==> src/rtl/booth_multiplier_seq_pkg.sv <==
// Shared types and constants for the sequential 4x4 Booth multiplier.
package booth_multiplier_seq_pkg;

    localparam int OP_WIDTH   = 4;
    localparam int ITERATIONS = 4;
    localparam int PROD_WIDTH = 2 * OP_WIDTH;

    typedef enum logic [1:0] {
        ST_IDLE = 2'd0,
        ST_CALC = 2'd1,
        ST_DONE = 2'd2
    } state_t;

    // A Booth pair of 01 or 10 needs the add/sub result; 00 and 11 only shift.
    function automatic logic booth_uses_addsub(input logic q0, input logic q_1);
        return q0 ^ q_1;
    endfunction

endpackage

==> src/rtl/booth_multiplier_seq_if.sv <==
// Operand/handshake bundle between a requester and the Booth multiplier.
interface booth_multiplier_seq_if;
    import booth_multiplier_seq_pkg::*;

    logic                  start;
    logic [OP_WIDTH-1:0]   multiplicand;
    logic [OP_WIDTH-1:0]   multiplier;
    logic                  busy;
    logic                  done;
    logic [PROD_WIDTH-1:0] product;

    modport master (
        output start, multiplicand, multiplier,
        input  busy, done, product
    );

    modport slave (
        input  start, multiplicand, multiplier,
        output busy, done, product
    );

endinterface

==> src/rtl/booth_multiplier_seq_adder_subtractor.sv <==
// 4-bit two's complement adder/subtractor: sum = a + b (k=0) or a - b (k=1).
module adder_subtractor
    import booth_multiplier_seq_pkg::*;
(
    input  logic [OP_WIDTH-1:0] a,
    input  logic [OP_WIDTH-1:0] b,
    input  logic                k,
    output logic [OP_WIDTH-1:0] sum,
    output logic                overflow
);

    logic [OP_WIDTH-1:0] b_eff_s;

    // Invert b and inject a carry-in of 1 to subtract; overflow when the
    // operand signs agree but the result sign differs.
    always_comb begin
        b_eff_s  = b ^ {OP_WIDTH{k}};
        sum      = a + b_eff_s + {{(OP_WIDTH-1){1'b0}}, k};
        overflow = (a[OP_WIDTH-1] == b_eff_s[OP_WIDTH-1]) &&
                   (sum[OP_WIDTH-1] != a[OP_WIDTH-1]);
    end

endmodule

==> src/rtl/booth_multiplier_seq.sv <==
// Sequential signed 4x4 radix-2 Booth multiplier built around the 4-bit add/sub.
module booth_multiplier_seq
    import booth_multiplier_seq_pkg::*;
(
    input  logic                   clk,
    input  logic                   rst_n,
    booth_multiplier_seq_if.slave  bus
);

    state_t                state_r;
    state_t                next_state_s;
    logic [OP_WIDTH-1:0]   acc_r;
    logic [OP_WIDTH-1:0]   q_r;
    logic [OP_WIDTH-1:0]   m_r;
    logic                  q_1_r;
    logic [1:0]            count_r;
    logic [PROD_WIDTH-1:0] product_r;

    logic [OP_WIDTH-1:0]   sum_s;
    logic                  overflow_s;
    logic                  sub_s;
    logic [OP_WIDTH-1:0]   s_s;
    logic                  sign_s;
    logic [OP_WIDTH-1:0]   acc_next_s;
    logic [OP_WIDTH-1:0]   q_next_s;
    logic                  last_iter_s;

    assign sub_s       = q_r[0] & ~q_1_r;
    assign last_iter_s = (count_r == 2'(ITERATIONS - 1));

    adder_subtractor u_addsub (
        .a        (acc_r),
        .b        (m_r),
        .k        (sub_s),
        .sum      (sum_s),
        .overflow (overflow_s)
    );

    // One Booth step: pick acc or acc+/-m, recover its true sign (the sum can
    // need a fifth bit when m = -8), then arithmetic-shift {acc,q,q_1} right.
    always_comb begin
        s_s    = acc_r;
        sign_s = acc_r[OP_WIDTH-1];
        if (booth_uses_addsub(q_r[0], q_1_r)) begin
            s_s    = sum_s;
            sign_s = sum_s[OP_WIDTH-1] ^ overflow_s;
        end else begin
            s_s    = acc_r;
            sign_s = acc_r[OP_WIDTH-1];
        end
        acc_next_s = {sign_s, s_s[OP_WIDTH-1:1]};
        q_next_s   = {s_s[0], q_r[OP_WIDTH-1:1]};
    end

    // Control state register.
    always_ff @(posedge clk or negedge rst_n) begin
        if (!rst_n) begin
            state_r <= ST_IDLE;
        end else begin
            state_r <= next_state_s;
        end
    end

    // Next-state decode: start is honoured only in IDLE.
    always_comb begin
        next_state_s = state_r;
        case (state_r)
            ST_IDLE: begin
                if (bus.start) begin
                    next_state_s = ST_CALC;
                end else begin
                    next_state_s = ST_IDLE;
                end
            end
            ST_CALC: begin
                if (last_iter_s) begin
                    next_state_s = ST_DONE;
                end else begin
                    next_state_s = ST_CALC;
                end
            end
            ST_DONE: next_state_s = ST_IDLE;
            default: next_state_s = ST_IDLE;
        endcase
    end

    // Operand capture, iteration registers and the held product.
    always_ff @(posedge clk or negedge rst_n) begin
        if (!rst_n) begin
            acc_r     <= 4'd0;
            q_r       <= 4'd0;
            m_r       <= 4'd0;
            q_1_r     <= 1'b0;
            count_r   <= 2'd0;
            product_r <= 8'h00;
        end else begin
            case (state_r)
                ST_IDLE: begin
                    if (bus.start) begin
                        m_r     <= bus.multiplicand;
                        q_r     <= bus.multiplier;
                        acc_r   <= 4'd0;
                        q_1_r   <= 1'b0;
                        count_r <= 2'd0;
                    end
                end
                ST_CALC: begin
                    acc_r   <= acc_next_s;
                    q_r     <= q_next_s;
                    q_1_r   <= q_r[0];
                    count_r <= count_r + 2'd1;
                    if (last_iter_s) begin
                        product_r <= {acc_next_s, q_next_s};
                    end
                end
                ST_DONE: begin
                    count_r <= count_r;
                end
                default: begin
                    count_r <= 2'd0;
                end
            endcase
        end
    end

    assign bus.busy    = (state_r == ST_CALC);
    assign bus.done    = (state_r == ST_DONE);
    assign bus.product = product_r;

endmodule

==> src/flat_wrapper.sv <==
// flat-port wrapper written by rule: the top's interface ports become plain ports
module booth_multiplier_seq_flat import booth_multiplier_seq_pkg::*;
  (clk, rst_n, bus_start, bus_multiplicand, bus_multiplier, bus_busy, bus_done, bus_product);
  booth_multiplier_seq_if bus_i ();
  input  logic clk;
  input  logic rst_n;
  input wire logic [$bits(bus_i.start)-1:0] bus_start;
  input wire logic [$bits(bus_i.multiplicand)-1:0] bus_multiplicand;
  input wire logic [$bits(bus_i.multiplier)-1:0] bus_multiplier;
  output wire logic [$bits(bus_i.busy)-1:0] bus_busy;
  output wire logic [$bits(bus_i.done)-1:0] bus_done;
  output wire logic [$bits(bus_i.product)-1:0] bus_product;
  assign bus_i.start = bus_start;
  assign bus_i.multiplicand = bus_multiplicand;
  assign bus_i.multiplier = bus_multiplier;
  assign bus_busy = bus_i.busy;
  assign bus_done = bus_i.done;
  assign bus_product = bus_i.product;
  booth_multiplier_seq u_core (.clk(clk), .rst_n(rst_n), .bus(bus_i));
endmodule
==> config.mk <==
export PLATFORM = sky130hd
export DESIGN_NAME = booth_multiplier_seq_flat
export DESIGN_NICKNAME = d
export VERILOG_FILES = /design/src/rtl/booth_multiplier_seq_pkg.sv /design/src/rtl/booth_multiplier_seq_if.sv /design/src/rtl/booth_multiplier_seq_adder_subtractor.sv /design/src/rtl/booth_multiplier_seq.sv /design/src/flat_wrapper.sv
export SDC_FILE = /design/constraint.sdc
export NUM_CORES = 1
export LEC_CHECK = 0
export BUFFER_PORTS_ARGS = -buffer_cell sky130_fd_sc_hd__buf_2
export CORE_MARGIN = 3
export CORE_UTILIZATION = 46
export DETAILED_ROUTE_END_ITERATION = 10
export PLACE_DENSITY = 0.71
export SYNTH_ARGS = -nofsm -noshare
export SYNTH_HDL_FRONTEND = slang
export SYNTH_SLANG_ARGS = --single-unit
==> constraint.sdc <==
create_clock -name clk -period 5.35 [get_ports clk]
set_clock_uncertainty 0.1 [all_clocks]
set_input_delay 1.605 -clock clk [delete_from_list [all_inputs] [get_ports clk]]
set_output_delay 1.605 -clock clk [all_outputs]
set_load 0.05 [all_outputs]
# == Word level (Yosys, flattened, before mapping) ==
# Cells that the tools add are included.
# word_totals
reg_bits,25
word_cells,42
out_inout_bits,10
# op_classes
mux,13
n_eq_ne,6
addsub,3
bitwise_logic,6
n_reduce_logical,7
# op_table
op,n
$pmux 4 s2,2
$mux 4,3
$reduce_and 2->1,4
$pmux 2 s3,1
$add 4x1->4,1
$add 4x4->4,1
$eq 2x2->1 const B,2
$mux 2,2
$pmux 2 s2,1
$xor 4x4->4,1
$mux 1,3
$add 2x1->2 const B,1
$eq 2x1->1 const B,1
$logic_not 2->1,1
$ne 2x2->1 const B,1
$not 1->1,2
$pmux 1 s2,1
$reduce_bool 2->1,1
$xor 1x1->1,2
$and 1x1->1,1
$eq 1x1->1,1
$logic_and 1x1->1,1
$ne 1x1->1,1

# == Depth between registers and ports, before layout ==
# logic_depth
ltp_word,10
depth_mapped,10
depth_no_buf,10

# == Cells and area by module ==
# Synthesis repeated with hierarchy kept, for this count alone.
# hier_totals
cells_unflattened,108
hier_area_um2,1306.3
# modules_own_cells
mod,instances,area_each_um2,cells_per_inst,seq_area_each_um2
booth_multiplier_seq,1,1148.6,92,625.6
adder_subtractor,1,157.7,16,0.0

# == Worst setup path after synthesis ==
# No wires, ideal clock.
# synth_timing
path_kind,reg-to-output
startpoint,reg u_core.state_r[0]
endpoint,out bus_done
arrival_time_ns,1.146
setup_slack_ns,2.499
stages_incl_launch_ff,2
required_time_ns,3.645
path_buffers,0
cell_sequence,dfrtp_1 nor2b_1
# synth_between
elab_chain_cells,1
# synth_lines
element,line_no,rtl
"start, declared",booth_multiplier_seq.sv:10,state_t state_r;
"start signal, assigned",booth_multiplier_seq.sv:60,state_r <= next_state_s;
$eq 2x2->1,booth_multiplier_seq.sv:127,assign bus.done = (state_r == ST_DONE);
"end, declared",flat_wrapper.sv:11,output wire logic [$bits(bus_i.done)-1:0] bus_done;
# No other way between the ends.

# == Worst setup path in the final report ==
# layout_timing
startpoint,reg u_core.state_r[1]
endpoint,out bus_busy
# layout_between
elab_chain_cells,1
# layout_lines
element,line_no,rtl
$eq 2x1->1,booth_multiplier_seq.sv:126,assign bus.busy = (state_r == ST_CALC);
"end, declared",flat_wrapper.sv:10,output wire logic [$bits(bus_i.busy)-1:0] bus_busy;
# No other way between the ends.

==> flow_metrics.tcl <==
set metrics [dict create \
    period_share_pct 59.0 \
    synth-async-reset-ratio_pct 100 \
    critPathMaxFanout 11 \
    crit_type "flop to primary output" \
    r2r_start "u_core.q_1_r$_DFFE_PN0P_" \
    drtIter0Drc 11 \
    cts_setup_buffers 0 \
    final_util_pct 56.8 \
    clockRootBuffer "clkbuf_4" \
    setup.worst_path.start_class "flop" \
    cts-resized-gates 0 \
    holdCritStartpoint "u_core.bus.product[7]$_DFFE_PN0P_" \
    drt_wl_total_mm 2.05 \
    syn_avg_cell_area_sq_um 11.1 \
    min_path_type "flop to flop" \
    areaGrowthSynthToFinish_pct 11.4 \
    clk_latency_ns 0.32 \
    grt_overflow 0 \
    die_x_um 56.9 \
    htree_levels 1 \
    detailed_place_hpwl_mm 1.54 \
    syn_inst 108 \
    hold_slack_ns 0.400 \
    synth_edf_count 0 \
    fmaxAchievable_ghz 0.317 \
    rows 17 \
    fin_cells 156 \
    tns_ns 0 \
    postRouteAntennaNets 0 \
    antenna_cells 0 \
    finalNetCount 146 \
    cts_inserted_buffers 3 \
    relSlewSlack_pct 46.9 \
    dp.cells 152 \
    rsz0062_at_grt "false" \
    cts_sinks 25 \
    gp_congestion 0.767 \
    reg2reg_slack_ns 2.95 \
    ys_ff_latch 25 \
    cap_violations 0 \
    route.vias.total 831 \
    cts_tree "built" \
    synth-main-ff-cell "dfrtp_1" \
    setup_viol 0 \
    grt_max_degree 26 \
    status "finished, final reports clean" \
    yosysSeqAreaShare_pct 52.4 \
    io_buffers 20 \
    ctsHoldBuffers 0 \
    worstPathRequired_ns 3.65 \
    synth_nets 125 \
    initial_core_util_pct 51.0 \
    cp_data_arrival_time_ns 1.45 \
    clock_path_buffers 2 \
    drc 0 \
    synth.distinct_cells 27 \
    period_minus_slack_ns 3.16 \
    die_h_um 56.9 \
    drive_gt1_share_pct 27.3 \
    io_pins 21 \
    dieArea_sq_mm 0.00324 \
    viasPerCell 5.33 \
    tightest_slew_ns 0.794 \
    syn_area_sq_mm 0.00119 \
    worstSetupEndpointType "primary output" \
    wl_per_cell_um 13.1 \
    antenna_found_initial 0 \
    path_clk_slew_ns 0.14 \
    grtUsageTotal_pct 14.1 \
    grt_pass1_wl_mm 3.56 \
    grt_pass1_vias 795 \
    core_area_sq_mm 0.00234 \
    first_pass_iters 4 \
    report.final.slew_viol_count 0 \
    finalHoldViolCount 0 \
    startpoint "u_core.state_r[1]$_DFF_PN0_" \
    synth-warning-count 0 \
]
critical path, stage by stage, from the launching register on:
cell and delay (ns):
dfrtp_1 0.41, nand2b_2 0.22, inv_2 0.20, buf_2 0.30
final timing paths:
kind                                                      to  cells after the start
setup / recovery                                    bus_busy                      3
hold / removal             u_core.bus.product[7]$_DFFE_PN0P_                      2
setup reg to reg                 u_core.acc_r[2]$_DFFE_PN0P_                      9
hold reg to reg            u_core.bus.product[7]$_DFFE_PN0P_                      2
max in group asynchronous  u_core.bus.product[3]$_DFFE_PN0P_                      1
min in group asynchronous        u_core.acc_r[1]$_DFFE_PN0P_                      1
per-stage QoR:
step	area (sq um)	setup WS, ns
2_1_floorplan	1190	2.50
3_3_place_gp	1300	2.52
3_5_place_dp	1300	2.50
4_1_cts	1330	2.17
5_1_grt	1330	2.10
6_report	1330	2.19
layer usage:
layer / wire length, um / vias to the layer above / global-route usage [%] / share of wire (%)
met2: 988 / 19 / 22.0 / 48
met1: 945 / 402 / 18.9 / 46
met3: 87 / 4 / 2.49 / 4.2
met5: 0 / - / 0 / 0
li1: - / 406 / - / -
met4: 26 / 0 / 6.95 / 1.3
cells by family (layout without fill, tap and decap cells):
kind of cell,after synthesis,after routing,synth area share (%)
DFF,25,25,52.4
and+or+nand+nor,28,28,10.2
adders and majority gates,6,6,7.55
AOI/OAI and AO/OA,23,23,11.0
xor gates and xnor gates,5,5,3.67
buffers and inverters,8,28,3.46
muxes,13,13,11.7
cell usage in the layout, fill, tap and decap left out, drive strengths merged, types with 3 or more instances in the layout:
| cell type | n |
|---|---|
| clkbuf | 3 |
| o21ai | 13 |
| a21oi | 4 |
| ha | 4 |
| xnor2 | 3 |
| nor2 | 5 |
| buf | 20 |
| dfrtp | 25 |
| inv | 4 |
| nand2 | 18 |
| mux2i | 5 |
| mux2 | 8 |
area by class of cell:
class	count	area (sq um)
clock buffer	3	22.5
clock inverter	1	5.00
fill	223	1010
inverter	4	15.0
multi-input combinational	75	527
sequential	25	626
tap	28	35.0
timing repair buffer	20	100
registers in the layout, summed over array words and instances, names as in the netlist:
name / flops
u_core.acc_r: 4
u_core.m_r: 4
u_core.q_r: 4
u_core.count_r: 2
u_core.q_1_r: 1
u_core.bus.product: 8
u_core.state_r: 2
synthesized netlist by cell type (all sizes together) (2+ instances only):
cell type	n	area share [%]
inv	4	1.3
mux2i	5	4.2
nand2b	2	1.3
o21ai	13	5.5
mux2	8	7.5
fa	2	3.4
dfrtp	25	52
xnor2	3	2.2
a21oi	4	1.7
buf	4	2.2
nor2	5	1.8
xor2	2	1.5
nor2b	2	1.0
nand2	18	5.7
ha	4	4.2
Power is left out: the tool's default activity adds up to more than one toggle a clock period on the data nets, which glitch-free logic cannot reach.
